## config.mk

```make
export PLATFORM = sky130hd
export DESIGN_NAME = mem_ctrl_arb
export DESIGN_NICKNAME = d
export VERILOG_FILES = /design/src/rtl/mem_ctrl_arb_pkg.sv /design/src/rtl/mem_ctrl_arb_mem_arb.sv /design/src/rtl/mem_ctrl_arb.sv
export SDC_FILE = /design/constraint.sdc
export NUM_CORES = 1
export LEC_CHECK = 0
export CORE_MARGIN = 2
export CORE_UTILIZATION = 51
export CTS_BUF_LIST = sky130_fd_sc_hd__clkbuf_16
export CTS_CLUSTER_DIAMETER = 120
export CTS_CLUSTER_SIZE = 8
export DETAILED_ROUTE_END_ITERATION = 16
export GPL_ROUTABILITY_DRIVEN = 0
export PLACE_DENSITY = 0.78
export SYNTH_ARGS = -nofsm -noshare
export SYNTH_HDL_FRONTEND = slang
export SYNTH_SLANG_ARGS = --single-unit
```

## constraint.sdc

```tcl
create_clock -name clk -period 2.3 [get_ports clk]
set_input_delay 0.23 -clock clk [delete_from_list [all_inputs] [get_ports clk]]
set_output_delay 0.23 -clock clk [all_outputs]
set_load 0.1 [all_outputs]
```

## src/rtl/mem_ctrl_arb_pkg.sv

```systemverilog
// Package: mem_ctrl_arb_pkg
// Shared constants for the byte-serial memory controller and its arbiter:
// FSM state codes, data-access size codes, the default IO window base and
// a helper that turns a size code into a byte count.
package mem_ctrl_arb_pkg;

    // FSM state codes
    localparam logic [1:0] ST_IDLE  = 2'd0;
    localparam logic [1:0] ST_IF_RD = 2'd1;
    localparam logic [1:0] ST_D_RD  = 2'd2;
    localparam logic [1:0] ST_D_WR  = 2'd3;

    // Data access size codes (code 3 behaves like a 4-byte access)
    localparam logic [1:0] SZ_1B = 2'd0;
    localparam logic [1:0] SZ_2B = 2'd1;
    localparam logic [1:0] SZ_4B = 2'd2;

    // Addresses at or above this value are IO space
    localparam int unsigned IO_BASE_DEFAULT = 32'h0003_0000;

    function automatic logic [2:0] size_bytes(input logic [1:0] size);
        case (size)
            SZ_1B:   return 3'd1;
            SZ_2B:   return 3'd2;
            SZ_4B:   return 3'd4;
            default: return 3'd4;
        endcase
    endfunction

endpackage

```

## src/rtl/mem_ctrl_arb_mem_arb.sv

```systemverilog
// Module: mem_arb
// Request qualification and grant selection for the memory controller.
// Data (D) normally wins; instruction fetch (IF) is forced through once D
// has been granted STARVE_LIM times in a row while IF was waiting. A store
// into IO space is held back while the IO sink reports full, letting IF use
// the port in the meantime.
// Ports:
//   clk, rst_n      clock, async active-low reset
//   rdy             global enable; counter and grants frozen when 0
//   idle            controller FSM is in IDLE and can accept a grant
//   if_req/if_abort fetch request and its cancel
//   d_req/d_we      data request, 1 = store
//   d_addr          data address (for the IO window test)
//   io_buffer_full  IO sink cannot accept a write
//   grant_if/grant_d one-hot grant, only asserted in idle with rdy
module mem_arb
    import mem_ctrl_arb_pkg::*;
#(
    parameter int          ADDR_W     = 32,
    parameter int unsigned IO_BASE    = IO_BASE_DEFAULT,
    parameter int          STARVE_LIM = 4
) (
    input  logic              clk,
    input  logic              rst_n,
    input  logic              rdy,
    input  logic              idle,
    input  logic              if_req,
    input  logic              if_abort,
    input  logic              d_req,
    input  logic              d_we,
    input  logic [ADDR_W-1:0] d_addr,
    input  logic              io_buffer_full,
    output logic              grant_if,
    output logic              grant_d
);

    localparam int                SC_W  = $clog2(STARVE_LIM + 1);
    localparam logic [SC_W-1:0]   LIM   = SC_W'(STARVE_LIM);
    localparam logic [ADDR_W-1:0] IO_LO = ADDR_W'(IO_BASE);

    logic [SC_W-1:0] starve_cnt;
    logic            io_blocked;
    logic            if_ok;
    logic            d_ok;
    logic            force_if;

    always_comb begin
        io_blocked = d_we && (d_addr >= IO_LO) && io_buffer_full;
        // An abort in the same cycle as the request cancels the IF grant only
        if_ok      = if_req && !if_abort;
        d_ok       = d_req && !io_blocked;
        force_if   = if_ok && (starve_cnt == LIM);
        grant_if   = rdy && idle && if_ok && (!d_ok || force_if);
        grant_d    = rdy && idle && d_ok && !force_if;
    end

    // Counts D grants taken while IF was waiting; saturates at the limit
    always_ff @(posedge clk or negedge rst_n) begin
        if (!rst_n) begin
            starve_cnt <= '0;
        end else if (rdy) begin
            if (!if_req || grant_if) begin
                starve_cnt <= '0;
            end else if (grant_d && (starve_cnt != LIM)) begin
                starve_cnt <= starve_cnt + 1'b1;
            end
        end
    end

endmodule

```

## src/rtl/mem_ctrl_arb.sv

```systemverilog
// Module: mem_ctrl_arb
// Byte-serial RAM/IO controller. Arbitrates the instruction-fetch client
// (IF, IF_BYTES-byte line fills) and the data client (D, 1/2/4-byte
// little-endian loads and stores) onto one 8-bit memory port.
// Ports:
//   clk, rst_n        clock, async active-low reset
//   rdy               global enable; 0 freezes every register, mem_wr forced 0
//   mem_din           read byte for the address presented in the ending cycle
//   io_buffer_full    IO sink cannot accept a write
//   mem_dout/mem_a/mem_wr  memory port: write byte, byte address, write strobe
//   if_req/if_addr    fetch request (level) and line-aligned address
//   if_abort          cancels a pending or in-flight fetch
//   if_valid/if_data  1-cycle pulse with the completed line, byte 0 in [7:0]
//   d_req/d_we/d_size/d_addr/d_wdata  data request (level), store flag,
//                     size code, address, store data LSB first
//   d_done/d_rdata    1-cycle completion pulse, zero-extended load data
//   busy              FSM not in IDLE
// Handshake: a client holds req (and its address/data) high until it sees
// its single-cycle if_valid/d_done pulse, and drops req in that same cycle;
// a req still high at the following edge is taken as a new request.
module mem_ctrl_arb
    import mem_ctrl_arb_pkg::*;
#(
    parameter int          ADDR_W     = 32,
    parameter int          IF_BYTES   = 4,
    parameter int unsigned IO_BASE    = IO_BASE_DEFAULT,
    parameter int          STARVE_LIM = 4
) (
    input  logic                  clk,
    input  logic                  rst_n,
    input  logic                  rdy,
    input  logic [7:0]            mem_din,
    input  logic                  io_buffer_full,
    output logic [7:0]            mem_dout,
    output logic [ADDR_W-1:0]     mem_a,
    output logic                  mem_wr,
    input  logic                  if_req,
    input  logic [ADDR_W-1:0]     if_addr,
    input  logic                  if_abort,
    output logic                  if_valid,
    output logic [IF_BYTES*8-1:0] if_data,
    input  logic                  d_req,
    input  logic                  d_we,
    input  logic [1:0]            d_size,
    input  logic [ADDR_W-1:0]     d_addr,
    input  logic [31:0]           d_wdata,
    output logic                  d_done,
    output logic [31:0]           d_rdata,
    output logic                  busy
);

    localparam int CNT_W = $clog2(IF_BYTES);
    localparam int IF_W  = IF_BYTES * 8;

    logic [1:0]       state;
    logic [CNT_W-1:0] cnt;
    logic [CNT_W-1:0] last;
    logic             is_last;
    logic             idle;
    logic             grant_if;
    logic             grant_d;
    logic             mem_wr_q;
    logic [31:0]      wdata_q;
    logic [IF_W-1:0]  line_buf;
    logic [IF_W-1:0]  line_next;
    logic [31:0]      d_buf;
    logic [31:0]      d_next;
    logic [CNT_W+2:0] line_lo;
    logic [4:0]       word_lo;

    assign idle     = (state == ST_IDLE);
    assign busy     = !idle;
    assign is_last  = (cnt == last);
    assign mem_wr   = mem_wr_q & rdy;
    // Store data is shifted down one byte per written byte
    assign mem_dout = wdata_q[7:0];

    mem_arb #(
        .ADDR_W    (ADDR_W),
        .IO_BASE   (IO_BASE),
        .STARVE_LIM(STARVE_LIM)
    ) u_arb (
        .clk           (clk),
        .rst_n         (rst_n),
        .rdy           (rdy),
        .idle          (idle),
        .if_req        (if_req),
        .if_abort      (if_abort),
        .d_req         (d_req),
        .d_we          (d_we),
        .d_addr        (d_addr),
        .io_buffer_full(io_buffer_full),
        .grant_if      (grant_if),
        .grant_d       (grant_d)
    );

    // Buffers with the byte arriving at this edge merged in at position cnt
    always_comb begin
        line_lo   = {cnt, 3'b000};
        word_lo   = {cnt[1:0], 3'b000};
        line_next = line_buf;
        line_next[line_lo +: 8] = mem_din;
        d_next    = d_buf;
        d_next[word_lo +: 8] = mem_din;
    end

    always_ff @(posedge clk or negedge rst_n) begin
        if (!rst_n) begin
            state    <= ST_IDLE;
            cnt      <= '0;
            last     <= '0;
            mem_a    <= '0;
            mem_wr_q <= 1'b0;
            wdata_q  <= '0;
            line_buf <= '0;
            d_buf    <= '0;
            if_data  <= '0;
            d_rdata  <= '0;
            if_valid <= 1'b0;
            d_done   <= 1'b0;
        end else if (rdy) begin
            if_valid <= 1'b0;
            d_done   <= 1'b0;
            case (state)
                ST_IDLE: begin
                    cnt <= '0;
                    if (grant_if) begin
                        state <= ST_IF_RD;
                        mem_a <= if_addr;
                        last  <= CNT_W'(IF_BYTES - 1);
                    end else if (grant_d) begin
                        state    <= d_we ? ST_D_WR : ST_D_RD;
                        mem_a    <= d_addr;
                        last     <= CNT_W'(size_bytes(d_size) - 3'd1);
                        wdata_q  <= d_wdata;
                        mem_wr_q <= d_we;
                        // Cleared so short loads come out zero-extended
                        d_buf    <= '0;
                    end
                end
                ST_IF_RD: begin
                    if (if_abort) begin
                        // Partial line stays in line_buf; if_data untouched
                        state <= ST_IDLE;
                    end else begin
                        line_buf <= line_next;
                        if (is_last) begin
                            state    <= ST_IDLE;
                            if_data  <= line_next;
                            if_valid <= 1'b1;
                        end else begin
                            cnt   <= cnt + 1'b1;
                            mem_a <= mem_a + 1'b1;
                        end
                    end
                end
                ST_D_RD: begin
                    d_buf <= d_next;
                    if (is_last) begin
                        state   <= ST_IDLE;
                        d_rdata <= d_next;
                        d_done  <= 1'b1;
                    end else begin
                        cnt   <= cnt + 1'b1;
                        mem_a <= mem_a + 1'b1;
                    end
                end
                ST_D_WR: begin
                    if (is_last) begin
                        state    <= ST_IDLE;
                        mem_wr_q <= 1'b0;
                        d_done   <= 1'b1;
                    end else begin
                        cnt     <= cnt + 1'b1;
                        mem_a   <= mem_a + 1'b1;
                        wdata_q <= {8'h00, wdata_q[31:8]};
                    end
                end
                default: state <= ST_IDLE;
            endcase
        end
    end

endmodule

```

==> flow_summary.yaml <==
global_routing:
  grt_pass1_wl_mm: 44.63
  gr-usage-met3_pct: 5.533
  grt_max_degree: 72
  grt_usage_pct: 27.12
  use_met1_pct: 37.05
  busiest_layer: "met2"
  met2_usage_pct: 43.72
  grt.overflow.total: 0
  antenna_found_initial: 1
  grt_pass1_vias: 8613
status:
  status: "finished clean"
timing:
  maxSlewViolCount: 0
  fin_crit_ns: 2.170
  clock_skew_ns: 0.01306
  relSlewSlack_pct: 60.75
  tns_ns: 0
  worst_pin_slew_ns: 0.5888
  finalCritPeriodShare_pct: 94.35
  rsz0062_at_grt: "false"
  setup_viol: 0
  final-hold-violation-count: 0
  fmax_mhz: 460.8
placement:
  place_hpwl_mm: 19.88
  port_buffers: 221
critical_path:
  cp_max_fo: 20
  cp-start-kind: "register"
  crit_family: "buffers and inverters"
  cp.arrival_ns: 1.94
  cp-end-kind: "output port"
  r2r_start: "u_arb.starve_cnt[0]$_DFFE_PN0P_"
  r2r-end: "mem_a[24]$_DFFE_PN0P_"
  critPathSlowestCell: "dfrtp_1"
  crit_chain: "nor2_8 > inv_1 > buf_4 > buf_6 > buf_12"
  r2r_slack_ns: 0.14
  cp_num_buf_inv: 4
  cpPeakStageDelay_ns: 0.49
  cp.required_ns: 2.07
  r2r_cells: 11
  critical_path_class: "register to output port"
flow_run:
  drv_cap: 0
floorplan:
  die_h_microns: 143.3
  die_width_microns: 143.3
  rows: 50
  design.core.area_sq_um: 18890
  start_util_pct: 52.36
  die_area_sq_um: 20530
  boundaryPins: 222
synthesis:
  async_flop_share_pct: 100.0
  yosysWarnings: 0
  synth_top_flop_cell: "dfrtp_1"
  synth_edf_count: 0
  ys_seq_area_share_pct: 51.60
  ys_seq_elements: 204
  syn_nets: 1159
  synthCells: 1037
  synth_area_sq_um: 9893
  syn_avg_cell_area_sq_um: 9.540
  synth_cell_types: 69
final_layout:
  nets: 1418
  final_common_cell: "dfrtp_1"
  area_growth_syn_to_layout_pct: 35.32
  antenna_cells: 0
  fillers: 1488
  seqCellArea_sq_um: 5130
  multi_input_area_sq_um: 4457
  mostFrequentLayoutCells: "dfrtp_1, nand2_1, buf_4"
  drive_gt1_share_pct: 21.12
cts:
  cts_num_sinks: 204
  clk_pin_slew_ns: 0.06
  cts_tree: "done"
  h-tree-depth: 1
  cts-root-buf: "clkbuf_16"
  clkLatencyLatePin_ns: 0.53
  cts_buffer_depth: 3
  numCtsBuffers: 29
detailed_routing:
  drt-total-wl_mm: 28.12
  dr.pass1.iters: 7
  ant_nets: 0
  routedWlPerCell_microns: 18.00
  via_count: 8917
  routed_via_density: 5.709
  dr.first_iter.drc_count: 650
  drc: 0
power_and_ir_drop:
  ir_drop_mv: 1.118
  leakage_nw: 6.154
  power_density_nw_per_um2: 1510
  p_total_mw: 20.21
hold_path:
  hold_path_class: "primary input to asynchronous set/reset pin"
[stage by stage]
step | hold WS (ns) | instance area, sq um | utilization [%] | setup slack [ns] | std cells
2_1_floorplan | -0.06559 | 9918 | - | 0.004727 | 1037
3_3_place_gp | 0.2811 | 12550 | 66.42 | -0.2436 | 1522
3_5_place_dp | 0.2840 | 12550 | 66.42 | -0.2903 | 1522
4_1_cts | 0.2832 | 13350 | 70.64 | 0.01464 | 1560
5_1_grt | 0.3076 | 13390 | 70.86 | 0.002986 | 1562
6_report | 0.2788 | 13390 | 70.86 | 0.1298 | 1562
[Yosys cell counts (4+ instances only)]
| library cell | instances | area, sq um |
|---|---|---|
| dfrtp_1 | 204 | 5105 |
| nand2_1 | 181 | 679.4 |
| o21ai_0 | 102 | 510.5 |
| a21oi_1 | 94 | 470.5 |
| nand2b_1 | 49 | 306.5 |
| nor2_1 | 49 | 183.9 |
| clkbuf_1 | 36 | 135.1 |
| mux2i_1 | 35 | 350.3 |
| a31oi_1 | 27 | 168.9 |
| a21o_1 | 25 | 187.7 |
| nand3_1 | 22 | 110.1 |
| nor2b_1 | 17 | 106.4 |
| a22o_1 | 16 | 140.1 |
| buf_2 | 16 | 80.08 |
| buf_4 | 11 | 82.58 |
| and3_1 | 10 | 62.56 |
| nand4_1 | 10 | 62.56 |
| nor3_1 | 10 | 50.05 |
| a32o_1 | 9 | 90.09 |
| inv_1 | 9 | 33.78 |
| ha_1 | 8 | 100.1 |
| and2_1 | 7 | 43.79 |
| and4_1 | 6 | 52.55 |
| nor4_2 | 5 | 62.56 |
| o221a_2 | 5 | 56.30 |
| o22ai_1 | 5 | 31.28 |
| buf_1 | 4 | 15.01 |
| o21ai_1 | 4 | 20.02 |
[logic make-up after synthesis]
group | Yosys count | share of synthesized area (%)
adder cells (fa/ha/maj) | 8 | 1.012
buffers and inverters | 79 | 3.781
AO/OA/AOI/OAI | 325 | 20.68
multiplexers | 37 | 3.769
flip-flops | 204 | 51.60
AND/OR/NAND/NOR | 380 | 18.81
XOR/XNOR | 4 | 0.3542
[power breakdown]
group | internal [mW] | total [mW] | switching (mW)
combinational | 2.84 | 10.7 | 7.86
sequential | 4.78 | 5.75 | 0.962
clock | 2.32 | 3.77 | 1.45
[layout make-up]
cell class,instances,share of cell area [%]
multi-input cells,754,33.29
clock buffers,29,5.421
well taps,260,2.430
repair buffers,298,19.83
inverters,9,0.2523
flip-flops and latches,204,38.32
clock inverters,8,0.4579
[how the worst max path moves through the flow]
stage                     depth (start not counted)                             from                     to  slack [ns]
final                                             5             state[1]$_DFFE_PN0P_                   busy        0.13
after global routing                             11  u_arb.starve_cnt[0]$_DFFE_PN0P_  d_buf[27]$_DFFE_PN0P_       0.003
after CTS                                         8  u_arb.starve_cnt[1]$_DFFE_PN0P_  mem_a[19]$_DFFE_PN0P_        0.01
after detailed placement                          9                       d_addr[17]   mem_a[9]$_DFFE_PN0P_       -0.29
after global placement                            9                       d_addr[17]   mem_a[9]$_DFFE_PN0P_       -0.24
after floorplan                                   6            mem_a[15]$_DFFE_PN0P_  mem_a[31]$_DFFE_PN0P_       0.005
[metal layers]
layer  wire length [microns]  vias to the layer above
met5                      14                        -
met4                     815                        2
met3                    2190                       74
met2                   13380                      395
met1                   11720                     4250
li1                        -                     4196
[registers in the layout, summed over array words and instances (netlist names)]
name,count
d_buf,32
if_valid,1
d_done,1
line_buf,32
wdata_q,32
mem_wr_q,1
mem_a,32
if_data,32
u_arb.starve_cnt,3
state,2
last,2
d_rdata,32
cnt,2
[repair_timing]
item | 4_1_cts | 5_1_grt
buffers inserted | 0 | 2
gates resized for setup | 0 | 7
hold buffers | 1 | 0
hold endpoints to repair | 68 | 0
setup endpoints to repair | 0 | 30
(Power assumes the default switching activity.)
